==> config.mk <==
export PLATFORM = sky130hd
export DESIGN_NAME = sd_emmc_cmd_ctrl
export DESIGN_NICKNAME = d
export VERILOG_FILES = /design/src/rtl/sd_emmc_pkg.sv /design/src/rtl/sd_emmc_crc7.sv /design/src/rtl/sd_emmc_cmd_ctrl.sv
export SDC_FILE = /design/constraint.sdc
export NUM_CORES = 1
export LEC_CHECK = 0
export CAP_MARGIN = 20
export CORE_AREA = 2 2 218 156
export CTS_BUF_LIST = sky130_fd_sc_hd__clkbuf_16
export DETAILED_ROUTE_END_ITERATION = 10
export DIE_AREA = 0 0 220 158
export HOLD_SLACK_MARGIN = 0.02
export SYNTH_ARGS = -nofsm -noshare
export SYNTH_HDL_FRONTEND = slang
export SYNTH_HIERARCHICAL = 1
export SYNTH_SLANG_ARGS = --single-unit
==> constraint.sdc <==
create_clock -name clk_i -period 2.55 [get_ports clk_i]
set_clock_uncertainty 0.2 [all_clocks]
set_input_delay 0.51 -clock clk_i [delete_from_list [all_inputs] [get_ports clk_i]]
set_output_delay 0.51 -clock clk_i [all_outputs]
set_load 0.1 [all_outputs]
==> src/rtl/sd_emmc_pkg.sv <==
// Shared definitions for the SD/eMMC CMD-line controller: response types, CRC7
// polynomial, frame geometry and the sequencer state encoding.
package sd_emmc_pkg;

  localparam logic [1:0] RESP_NONE = 2'b00;
  localparam logic [1:0] RESP_R1   = 2'b01;
  localparam logic [1:0] RESP_R2   = 2'b10;
  localparam logic [1:0] RESP_R3   = 2'b11;

  // x^7 + x^3 + 1, feedback taps below the implicit x^7 term
  localparam logic [6:0] CRC7_POLY = 7'h09;

  localparam logic [7:0] CMD_FRAME_LEN = 8'd48;
  localparam logic [7:0] R2_FRAME_LEN  = 8'd136;
  localparam logic [7:0] CMD_CRC_START = 8'd40;
  localparam logic [7:0] R2_HDR_LEN    = 8'd8;
  localparam logic [7:0] R2_CRC_START  = 8'd128;

  typedef enum logic [2:0] {
    ST_IDLE,
    ST_TX,
    ST_WAIT,
    ST_RX,
    ST_DONE,
    ST_GAP
  } state_t;

  function automatic logic [7:0] sat_inc(input logic [7:0] v);
    return (v == 8'hFF) ? v : v + 8'd1;
  endfunction

endpackage

==> src/rtl/sd_emmc_crc7.sv <==
// Bit-serial CRC7 (x^7+x^3+1, init 0); shared between the command and response phases.
module sd_emmc_crc7
  import sd_emmc_pkg::*;
(
  input  logic       clk_i,
  input  logic       rst_n_i,
  input  logic       clr_i,
  input  logic       en_i,
  input  logic       din_i,
  output logic [6:0] crc_o
);

  logic fb;

  assign fb = din_i ^ crc_o[6];

  always_ff @(posedge clk_i or negedge rst_n_i) begin
    if (!rst_n_i) begin
      crc_o <= 7'h00;
    end else if (clr_i) begin
      crc_o <= 7'h00;
    end else if (en_i) begin
      crc_o <= {crc_o[5:0], 1'b0} ^ (fb ? CRC7_POLY : 7'h00);
    end
  end

endmodule

==> src/rtl/sd_emmc_cmd_ctrl.sv <==
// SD/eMMC CMD-line sequencer: serialises a 48-bit command with CRC7, then captures
// and checks the R1/R2/R3 response or reports a response timeout.
module sd_emmc_cmd_ctrl
  import sd_emmc_pkg::*;
#(
  parameter int NCR_MAX = 64,
  parameter int NCC_MIN = 8
) (
  input  logic         clk_i,
  input  logic         rst_n_i,
  input  logic         sd_fall_i,
  input  logic         sd_rise_i,
  input  logic         cmd_valid_i,
  output logic         cmd_ready_o,
  input  logic [5:0]   cmd_index_i,
  input  logic [31:0]  cmd_arg_i,
  input  logic [1:0]   resp_type_i,
  output logic         cmd_o,
  output logic         cmd_oe_o,
  input  logic         cmd_i,
  output logic         resp_valid_o,
  output logic [127:0] resp_data_o,
  output logic         resp_crc_err_o,
  output logic         resp_timeout_o
);

  // Handshake: a command is taken on any clk where cmd_valid_i && cmd_ready_o;
  // ready is high only in IDLE, so valid raised while busy has no effect.

  state_t         state_q, state_d;
  logic [7:0]     cnt_q;
  logic [39:0]    tx_sh_q;
  logic [1:0]     type_q;
  logic [127:0]   rx_sh_q, rx_next;
  logic           cmd_q, oe_q, crc_err_q, timeout_q;
  logic           fall, rise, accept;
  logic           crc_clr, crc_en, crc_din, tx_bit, rx_crc_window;
  logic [6:0]     crc;
  logic [2:0]     crc_idx;
  logic [7:0]     last_idx;

  sd_emmc_crc7 u_crc7 (
    .clk_i   (clk_i),
    .rst_n_i (rst_n_i),
    .clr_i   (crc_clr),
    .en_i    (crc_en),
    .din_i   (crc_din),
    .crc_o   (crc)
  );

  assign rise     = sd_rise_i;
  assign fall     = sd_fall_i & ~sd_rise_i;
  assign accept   = cmd_valid_i & (state_q == ST_IDLE);
  assign rx_next  = {rx_sh_q[126:0], cmd_i};
  assign last_idx = (type_q == RESP_R2) ? (R2_FRAME_LEN - 8'd1) : (CMD_FRAME_LEN - 8'd1);
  // CRC bits occupy frame positions 40..46, whose low three bits run 0..6
  assign crc_idx  = 3'd6 - cnt_q[2:0];

  assign rx_crc_window = (type_q == RESP_R2) ? ((cnt_q >= R2_HDR_LEN) && (cnt_q < R2_CRC_START))
                                             : (cnt_q < CMD_CRC_START);

  always_comb begin
    tx_bit = 1'b1;
    if (cnt_q < CMD_CRC_START) begin
      tx_bit = tx_sh_q[39];
    end else if (cnt_q < (CMD_FRAME_LEN - 8'd1)) begin
      tx_bit = crc[crc_idx];
    end
  end

  always_comb begin
    state_d      = state_q;
    crc_clr      = 1'b0;
    crc_en       = 1'b0;
    crc_din      = 1'b0;
    cmd_ready_o  = (state_q == ST_IDLE);
    resp_valid_o = (state_q == ST_DONE);
    case (state_q)
      ST_IDLE: begin
        if (accept) begin
          state_d = ST_TX;
          crc_clr = 1'b1;
        end
      end
      ST_TX: begin
        if (fall) begin
          if (cnt_q == CMD_FRAME_LEN) begin
            state_d = (type_q == RESP_NONE) ? ST_DONE : ST_WAIT;
            crc_clr = 1'b1;
          end else if (cnt_q < CMD_CRC_START) begin
            crc_en  = 1'b1;
            crc_din = tx_sh_q[39];
          end
        end
      end
      ST_WAIT: begin
        if (rise) begin
          if (!cmd_i) begin
            state_d = ST_RX;
            crc_en  = 1'b1;
          end else if (cnt_q == 8'(NCR_MAX - 1)) begin
            state_d = ST_DONE;
          end
        end
      end
      ST_RX: begin
        if (rise) begin
          crc_en  = rx_crc_window;
          crc_din = cmd_i;
          if (cnt_q == last_idx) state_d = ST_DONE;
        end
      end
      ST_DONE: state_d = ST_GAP;
      ST_GAP: begin
        if (fall && (cnt_q == 8'(NCC_MIN - 1))) state_d = ST_IDLE;
      end
      default: state_d = ST_IDLE;
    endcase
  end

  always_ff @(posedge clk_i or negedge rst_n_i) begin
    if (!rst_n_i) begin
      state_q   <= ST_IDLE;
      cnt_q     <= 8'd0;
      tx_sh_q   <= 40'd0;
      type_q    <= RESP_NONE;
      rx_sh_q   <= 128'd0;
      cmd_q     <= 1'b1;
      oe_q      <= 1'b0;
      crc_err_q <= 1'b0;
      timeout_q <= 1'b0;
    end else begin
      state_q <= state_d;
      case (state_q)
        ST_IDLE: begin
          if (accept) begin
            tx_sh_q   <= {2'b01, cmd_index_i, cmd_arg_i};
            type_q    <= resp_type_i;
            rx_sh_q   <= 128'd0;
            crc_err_q <= 1'b0;
            timeout_q <= 1'b0;
            cnt_q     <= 8'd0;
          end
        end
        ST_TX: begin
          if (fall) begin
            if (cnt_q == CMD_FRAME_LEN) begin
              cmd_q <= 1'b1;
              oe_q  <= 1'b0;
              cnt_q <= 8'd0;
            end else begin
              cmd_q   <= tx_bit;
              oe_q    <= 1'b1;
              cnt_q   <= sat_inc(cnt_q);
              tx_sh_q <= {tx_sh_q[38:0], 1'b0};
            end
          end
        end
        ST_WAIT: begin
          if (rise) begin
            if (!cmd_i) begin
              rx_sh_q <= rx_next;
              cnt_q   <= 8'd1;
            end else begin
              cnt_q <= sat_inc(cnt_q);
              if (cnt_q == 8'(NCR_MAX - 1)) timeout_q <= 1'b1;
            end
          end
        end
        ST_RX: begin
          if (rise) begin
            rx_sh_q <= rx_next;
            cnt_q   <= sat_inc(cnt_q);
            if (cnt_q == last_idx) begin
              crc_err_q <= (type_q != RESP_R3) && (crc != rx_next[7:1]);
            end
          end
        end
        ST_DONE: cnt_q <= 8'd0;
        ST_GAP: begin
          if (fall) cnt_q <= sat_inc(cnt_q);
        end
        default: cnt_q <= 8'd0;
      endcase
    end
  end

  assign cmd_o          = cmd_q;
  assign cmd_oe_o       = oe_q;
  assign resp_crc_err_o = crc_err_q;
  assign resp_timeout_o = timeout_q;
  assign resp_data_o    = (type_q == RESP_R2) ? rx_sh_q : {90'd0, rx_sh_q[45:8]};

endmodule

==> metrics, run 1 <==
status finished, violations left; failing checks negative setup slack; antenna-violating nets left 0; Startpoint Class register; Most Frequent Cell on Critical Path buf_12; Clk pin slew, worst setup/hold paths around 70 ps; Slew Viols, Final 0; Clk network pwr share ~28%; largest net degree at the start of global routing 76; All-Layer GR Usage around 16%; worst slew pin tran ~800 ps; busiest grt layer met2; WHS between 200 and 300 ps; maximum clock frequency approximately 380 MHz; DR vias 8129; DRT iter0 DRCs 760; Seq/Total Area, Yosys 49.8%; DRT Pass-1 Iters 5; # port buffers between 150 and 200; CP Cell Sequence nor2b_4 -> buf_12 -> buf_16 -> mux2_4 -> buf_12; FF+latch count, synth approximately 190; min-delay worst type reg -> reg; Switching Share 35.5%; Seq pwr share between 30% and 40%; global-route wire length before repair roughly 45000 um; row count between 50 and 60; Yosys top cell area share 49.5%; number of buffers created by CTS 17; Area Overhead vs Synth 50.2%; Main synth FF type dfrtp_1; synth warn 6; P_sw approximately 3.5 mW; ys async rst share 100%; CP arrival 1900 ps; wire per inst between 15 and 20 um; clock root cell clkbuf_16; endpoints failing setup just under 80; top cell types by occurrence after synthesis nand2_1 (318), dfrtp_1 (191), nand3_1 (129); final period utilization 102%; core region area 0.0328 mm2; DP HPWL about 19000 um; Power per Cell Area between 600 and 700 mW/mm2; Internal Pwr Total roughly 6.4 mW; CP Capture Type output pin; clk sink count between 150 and 200; Via density about 4.8; worst-path maximum fanout 11; initial core utilization between 20% and 30%; maximum buffer depth of the clock tree 2; TritonCTS clock tree yes; M3 GR Usage roughly 3.5%; RSZ-0062 raised after global routing true; initial antenna violation count 0; post-synthesis cell count about 1100; # DRC 0; minimum clock period around 2600 ps; share of layout cells above drive strength 1 ~29%; grt met2 use between 20% and 30%; Worst VDD drop about 0.00043 V; final hold violation count 0; grt ovf 0; Fill cells around 3100; top-count cell post-synth nand2_1; power share of the combinational group around 34%; fin area 0.0145 mm2; cell area after synthesis just under 0.01 mm2; register area 0.00481 mm2; Multi-input gate area ~0.0047 mm2; Synth Net Count around 1100; Mean Syn Cell Area between 8 and 9 um2; WL final 27800 um; Placer Congestion roughly 0.9; die extent in x ~220 um; Worst Path Required about 1800 ps; slowest cell delay on critical path about 420 ps; GR met1 Demand/Resource approximately a quarter; Ports 180; EDFF count, synth 0; number of global-route vias before repair between 7000 and 8000; synth top area cells dfrtp_1 (50%), nand2_1 (12%), nand3_1 (6.7%), and2_1 (6.0%), mux2i_1 (4.7%); DIE AREA roughly 0.035 mm2; critical path class reg -> out; nets@finish 1293; leak pwr about 6.8 nW; total of max-cap violations 0; area post-placement ~0.013 mm2; Crit-path slowest cell dfrtp_1; worst setup margin -55.3 ps; dominant cell type by area after synthesis dfrtp_1; Clock Latency Late Sink around 440 ps; synth unique cells 61; Die H between 150 and 200 um; CTS H-Tree Depth 4; relative slew slack roughly 48%
## path summary, 6_finish.rpt
kind                        startpoint               to  slack (ps)  cells past startpoint
hold / removal             tx_sh_q[16]      tx_sh_q[16]         280                      2
hold reg to reg            tx_sh_q[16]      tx_sh_q[16]         280                      2
setup / recovery             type_q[0]   resp_data_o[6]         -60                      5
max in group asynchronous      rst_n_i     rx_sh_q[117]        1050                      3
setup reg to reg              cnt_q[0]  u_crc7/crc_o[3]         160                      8
min in group asynchronous      rst_n_i      rx_sh_q[51]         410                      2
## registers in the layout (all words and copies together) (netlist names)
register and flops:
cmd_o 1, cmd_oe_o 1, cnt_q 8, resp_crc_err_o 1, resp_timeout_o 1, rx_sh_q 128
state_q 3, tx_sh_q 40, type_q 2, u_crc7/crc_o 7
## layer usage
metal  vias up  part of all wire [%]
li1       3940                     -
met1      3966                    48
met2       193                    45
met3        30                   5.0
met4         0                   2.3
met5         -                     0
## layout by cell type, fill, tap and decap left out, types with 3 or more instances in the layout
cell and count:
xor2_1 4, clkbuf_16 19, a21oi_1 14, buf_16 4, inv_8 6, bufbuf_16 3, a21boi_0 3, buf_12 141
mux2_4 37, clkdlybuf4s50_1 44, nand2_1 317, dfrtp_1 190, o31ai_1 3, inv_1 6, nand2b_1 4, a31oi_1 3
o21ai_0 53, inv_6 3, nor2_1 22, o21ai_1 4, o22ai_1 4, nor4_1 3, buf_4 34, and2_4 19
or4_1 3, xnor2_1 4, and2_2 71, nand3_1 129, nand4b_1 4, o211ai_1 3, mux2i_1 45
## timing repair
| action | 4_1_cts | 5_1_grt |
|---|---|---|
| setup buffers | 3 | 0 |
| resized for setup | 33 | 33 |
| setup endpoints to repair | 96 | 123 |
| cloned | 5 | 2 |
| endpoints found under the hold margin | 53 | 0 |
| hold buffers | 1 | 0 |
## critical path, delay by kind of cell (launching register included)
family                 cells  cell delay, ps
muxes                      1             350
buffers and inverters      3             510
DFF                        1             420
and+or+nand+nor            1             170
## power by group through the flow
stage	Sequential [mW]	Clock, mW	Combinational [mW]
6_report	3.82	2.74	3.32
5_1_grt	3.88	2.96	3.65
4_1_cts	3.82	2.82	3.22
3_5_place_dp	3.87	0	2.79
3_3_place_gp	3.85	0	2.73
2_1_floorplan	3.88	0	1.88
## metrics by stage
step	setup WS [ps]	util [%]	setup TNS [ps]	instances	power, mW
finish	-55.3	44.2	-1730	1694	9.88
global route	-130	44.2	-11150	1693	10.5
CTS	-110	43.8	-5560	1690	9.86
detailed placement	-170	41.0	-1150	1649	6.66
global placement	-162	41.0	-812	1649	6.59
floorplan	28.6	-	0	1080	5.76
## kinds of logic (layout without fill, tap and decap cells)
logic type	Yosys count	count (layout)	share of synthesized area, %
simple gates	597	597	28.7
flops	192	192	49.8
compound gates	107	107	6.75
buf+inv	90	268	4.50
mux	84	84	9.33
xor+xnor	8	8	0.726
fa+ha+maj	2	2	0.259
other cells	0	1	0
## area by class of cell
class	count	area share, %
inverters	6	0.155
multi-input cells	798	32.7
well taps	435	3.75
repair buffers	230	26.2
flip-flops and latches	192	33.1
diodes	1	0.0173
clock buffers	17	2.93
clock inverters	15	1.16
Power figures use the tool's default switching activity.
==> run 2: changes to the inputs <==
--- a/config.mk
+++ b/config.mk
@@ -11,6 +11,7 @@
 export DETAILED_ROUTE_END_ITERATION = 10
 export DIE_AREA = 0 0 220 158
 export HOLD_SLACK_MARGIN = 0.02
+export SLEW_MARGIN = 20
 export SYNTH_ARGS = -nofsm -noshare
 export SYNTH_HDL_FRONTEND = slang
 export SYNTH_HIERARCHICAL = 1
==> metrics, run 2 (synthesis gave the netlist of run 1 again) <==
# DRC 0 (unchanged); most frequent cells in the layout nand2_1 (317), dfrtp_1 (190), buf_12 (141); Clock Latency Late Sink 440 ps (about the same); Die H 158 um (unchanged); power share of the combinational group 33.7% (about the same); Ports 180 (unchanged); DRT iter0 DRCs 769 (+1.2%); Tot Pwr 9.88 mW (about the same); max reg flops 128 (unchanged); Internal Pwr Total 6.37 mW (about the same); All-Layer GR Usage 16.5% (unchanged); relative slew slack 48.7% (+0.74 points); initial antenna violation count 0 (unchanged); initial core utilization 29.4% (unchanged); worst setup margin -61.1 ps (-5.78 ps); CP arrival 1900 ps (about the same); CTS H-Tree Depth 4 (unchanged); Clk pin slew, worst setup/hold paths 70 ps (about the same); clock root cell clkbuf_16; Startpoint Class register; commonest non-fill, non-tap cell in the layout nand2_1; row count 56 (unchanged); RSZ-0062 raised after global routing true; P_sw 3.51 mW (about the same); Placer Congestion 0.907 (unchanged); Worst VDD drop 0.000425 V (-0.50%); registers with the most flip-flops rx_sh_q (128), tx_sh_q (40), cnt_q (8); WL final 27900 um (+0.27%); total of max-cap violations 0 (unchanged); final hold violation count 0 (unchanged); leak pwr 6.78 nW (about the same); Clk network pwr share 27.7% (about the same); global-route wire length before repair 44600 um (unchanged); final period utilization 102% (+0.23 points); Placed Cells 1649 (unchanged); Slew Viols, Final 0 (unchanged); Switching Share 35.5% (about the same); TritonCTS clock tree yes; non-filler cells, final 1694 (unchanged); endpoints failing setup 77 (-1.3%); worst slew pin tran 770 ps (-11.1 ps); largest net degree at the start of global routing 76 (unchanged); area post-placement 0.0135 mm2 (unchanged); Power per Cell Area 681 mW/mm2 (about the same); grt ovf 0 (unchanged); TNS Setup -1820 ps (-91.9 ps); Area Overhead vs Synth 50.2% (unchanged); nets@finish 1293 (unchanged); DR vias 8136 (+0.086%); number of buffers created by CTS 17 (unchanged); DIE AREA 0.0348 mm2 (unchanged); CP Capture Type output pin; core region area 0.0328 mm2 (unchanged); maximum clock frequency 383 MHz (-0.22%); number of global-route vias before repair 7871 (unchanged); critical path class reg -> out; die extent in x 220 um (unchanged); clk sink count 192 (unchanged); worst-path maximum fanout 11 (unchanged); Setup WS pre-CTS -170 ps (unchanged); share of layout cells above drive strength 1 28.9% (unchanged); DP HPWL 18800 um (unchanged); wire per inst 16.5 um (+0.27%); Reg with most FFs rx_sh_q; maximum buffer depth of the clock tree 2 (unchanged); min-delay worst type reg -> reg; failing checks negative setup slack; DRT Pass-1 Iters 5 (unchanged); status finished, violations left; fin area 0.0145 mm2 (unchanged); minimum clock period 2610 ps (+5.78 ps); Worst Path Required 1840 ps (about the same); Via density 4.80 (about the same); antenna-violating nets left 0 (unchanged); # port buffers 179 (unchanged); Seq pwr share 38.6% (about the same)
-- run 2: final timing paths --
path | from | endpoint | slack [ps] | cells past startpoint
worst min-delay path | tx_sh_q[16] | tx_sh_q[16] | 280 | 2
worst max register to register | cnt_q[0] | u_crc7/crc_o[3] | 140 | 8
worst max-delay path | type_q[0] | resp_data_o[6] | -60 | 5
min in group asynchronous | rst_n_i | rx_sh_q[51] | 410 | 2
worst min register to register | tx_sh_q[16] | tx_sh_q[16] | 280 | 2
max in group asynchronous | rst_n_i | rx_sh_q[119] | 1040 | 3
-- run 2: per-layer routing --
layer  vias to the layer above  routed length, um  global-route usage (%)
met2                       191              12700                    24.0
met3                        30               1340                    3.50
li1                       3943                  -                       -
met5                         -                  0                       0
met4                         0                641                    5.82
met1                      3972              13200                    24.0
-- run 2: power by group through the flow --
| stage | logic [mW] | clock network, mW | registers [mW] |
|---|---|---|---|
| 2_1_floorplan | 1.88 | 0 | 3.88 |
| 4_1_cts | 3.22 | 2.82 | 3.82 |
| 3_5_place_dp | 2.79 | 0 | 3.87 |
| 3_3_place_gp | 2.73 | 0 | 3.85 |
| 6_report | 3.33 | 2.74 | 3.82 |
| 5_1_grt | 3.65 | 2.96 | 3.88 |
-- run 2: per-stage QoR --
stage / hold WS (ps) / utilization, %
2_1_floorplan: 14.4 / -
3_3_place_gp: 264 / 41.0
3_5_place_dp: 270 / 41.0
4_1_cts: 289 / 43.8
5_1_grt: 305 / 44.2
6_report: 281 / 44.2
-- run 2: critical path: stages (launching register included) --
cell and delay (ps):
dfrtp_1 420, nor2b_4 170, buf_12 180, buf_16 160, mux2_4 350, buf_12 180
-- run 2: repair_timing --
| item | CTS | global route |
|---|---|---|
| hold endpoints to repair | 53 | 0 |
| gates cloned | 5 | 2 |
| buffers inserted | 3 | 0 |
| endpoints found under the setup margin | 96 | 123 |
| hold buffers | 1 | 0 |
| resized for setup | 33 | 33 |
-- run 2: cell type report --
type | count | area (um2)
antenna | 1 | 2.50
clock inverter | 15 | 168
timing repair buffer | 230 | 3800
multi-input combinational | 798 | 4740
inverter | 6 | 22.5
fill | 3058 | 18300
clock buffer | 17 | 425
sequential | 192 | 4810
tap | 435 | 544
==> run 3: changes to the inputs <==
--- a/config.mk
+++ b/config.mk
@@ -6,11 +6,13 @@
 export NUM_CORES = 1
 export LEC_CHECK = 0
 export CAP_MARGIN = 20
-export CORE_AREA = 2 2 218 156
+export CORE_AREA = 2 2 165 118
 export CTS_BUF_LIST = sky130_fd_sc_hd__clkbuf_16
 export DETAILED_ROUTE_END_ITERATION = 10
-export DIE_AREA = 0 0 220 158
+export DIE_AREA = 0 0 167 120
 export HOLD_SLACK_MARGIN = 0.02
+export MAX_ROUTING_LAYER = met4
+export PLACE_DENSITY = 0.8
 export SLEW_MARGIN = 20
 export SYNTH_ARGS = -nofsm -noshare
 export SYNTH_HDL_FRONTEND = slang
==> metrics, run 3 (synthesis gave the netlist of run 1 again) <==
Worst Path Required 1840 ps (about the same); Placer Congestion 0.931 (+2.7%); non-filler cells, final 1501 (-11%); maximum clock frequency 383 MHz (about the same); largest net degree at the start of global routing 100 (+32%); die extent in x 167 um (-24%); worst path bufs/invs 3 (unchanged); worst-path maximum fanout 17 (+6); ant diodes 0 (-1); Seq pwr share 39.1% (+0.5 points); Placed Cells 1455 (-12%); # DRC 0 (unchanged); grt met2 use 41.8% (+18 points); critical path class reg -> out; DRT iter0 DRCs 892 (+16%); status finished, violations left; number of global-route vias before repair 8227 (+4.5%); most frequent cells in the layout nand2_1 (318), dfrtp_1 (191), buf_12 (142); core region area 0.0186 mm2 (-43%); Util after Layout 76.5% (+32 points); Setup WS pre-CTS -148 ps (+22.1 ps); Most Frequent Cell on Critical Path buf_12; Die H 120 um (-24%); CP arrival 1900 ps (about the same); Worst VDD drop 0.000637 V (+50%); min-delay worst type reg -> reg; Area Overhead vs Synth 47.0%; final hold violation count 0 (unchanged); GR met1 Demand/Resource 37.6% (+14 points); registers with the most flip-flops rx_sh_q (128), tx_sh_q (40), cnt_q (8); final period utilization 102% (about the same); initial core utilization 52.1% (+23 points); max reg flops 128 (unchanged); RSZ-0062 raised after global routing true; Via density 5.58 (+16%); DRT Pass-1 Iters 5 (unchanged); failing checks negative setup slack; nets@finish 1294 (+0.077%); DP HPWL 17000 um (-9.8%); worst setup margin -63.3 ps (-2.26 ps); DIE AREA 0.0200 mm2 (-42%); global-route wire length before repair 42700 um (-4.4%); worst slew pin tran 1110 ps (+344 ps); P_sw 3.53 mW (+0.66%); R2R setup slack 180 ps (+40 ps); row count 42 (-25%); Switching Share 36.4% (+0.84 points); DR vias 8374 (+2.9%); Internal Pwr Total 6.18 mW (-2.9%); commonest non-fill, non-tap cell in the layout nand2_1; minimum clock period 2610 ps (+2.26 ps); fin area 0.0142 mm2 (-2.2%); Startpoint Class register; leak pwr 6.75 nW (-0.54%); clock root cell clkbuf_16; CP delay by family, top buffers and inverters; clk sink count 192 (unchanged); TritonCTS clock tree yes; WL final 26600 um (-4.8%); # port buffers 179 (unchanged); M3 GR Usage 5.71% (+2.2 points); wire per inst 17.7 um (+7.5%); Crit-path slowest cell dfrtp_1; busiest grt layer met2; maximum buffer depth of the clock tree 2 (unchanged); Fill cells 1156 (-62%); Ports 180 (unchanged); TNS Setup -1170 ps (+645 ps); share of layout cells above drive strength 1 28.8% (-0.10 points); Power per Cell Area 684 mW/mm2 (+0.50%); Reg with most FFs rx_sh_q; relative slew slack 25.7% (-23 points); power share of the combinational group 33.6% (about the same); grt ovf 0 (unchanged); initial antenna violation count 0 (unchanged); number of buffers created by CTS 17 (unchanged); Clk network pwr share 27.4% (-0.3 points); antenna-violating nets left 0 (unchanged); CTS H-Tree Depth 4 (unchanged); All-Layer GR Usage 27.2% (+11 points); CP Cell Sequence nor2b_4 -> buf_12 -> buf_12 -> mux2_2 -> buf_12; Slew Viols, Final 0 (unchanged); Clk pin slew, worst setup/hold paths 80 ps (about the same); total of max-cap violations 0 (unchanged); Clock Latency Late Sink 440 ps (about the same); slowest cell delay on critical path 420 ps (about the same); endpoints failing setup 47 (-39%); area post-placement 0.0132 mm2 (-1.7%); CP Capture Type output pin
-- run 3: cell types whose count changed in the layout (fill, tap and decap cells not counted), moves of 2 or more --
cell,change
and2_2,-31
and2_4,+31
mux2_2,+22
mux2_4,-22
clkinv_8,+4
inv_8,-4
buf_4,+3
bufbuf_16,-3
clkinv_4,+2
clkinvlp_4,-2
-- run 3: power by group through the flow --
stage	Clock [mW]	Sequential, mW	Combinational, mW
global route	2.82	3.85	3.55
global placement	0	3.83	2.69
floorplan	0	3.88	1.88
finish	2.66	3.80	3.26
detailed placement	0	3.84	2.77
CTS	2.68	3.79	3.09
-- run 3: path summary, 6_finish.rpt --
path | to | startpoint | depth (start not counted)
worst min register to register | tx_sh_q[34] | tx_sh_q[34] | 2
worst min-delay path | tx_sh_q[34] | tx_sh_q[34] | 2
worst max-delay path | resp_data_o[14] | type_q[0] | 5
max in group asynchronous | cmd_o | rst_n_i | 3
worst max register to register | cnt_q[1] | state_q[1] | 5
min in group asynchronous | rx_sh_q[41] | rst_n_i | 2
-- run 3: tightest hold or removal path, stage by stage (launching register included) --
cell,delay (ps)
dfrtp_1,350
nand2_1,50
o21ai_0,60
-- run 3: cell type report --
cell class                 count  area (um2)  area share, %
clock buffer                  17         425           3.00
clock inverter                15         169           1.19
inverter                       6        22.5          0.159
multi-input combinational    798        4700           33.1
sequential                   192        4810           33.9
tap                          242         303           2.13
timing repair buffer         231        3760           26.5
-- run 3: through the flow --
stage	hold slack, ps	total power, mW
after floorplan	14.4	5.76
after global placement	243	6.51
after detailed placement	270	6.61
after CTS	287	9.56
after global routing	315	10.2
final	285	9.71
-- run 3: per-layer routing --
layer,routed length [um],part of all wire [%]
met1,11800,44
met2,12600,47
met3,1930,7.3
met4,285,1.1
met5,0,0
-- run 3: repair_timing --
item	in CTS	in global routing
hold buffers	1	0
gates cloned	3	2
buffers inserted	7	1
hold endpoints to repair	53	0
endpoints found under the setup margin	77	119
resized for setup	12	60
pin swaps	0	25
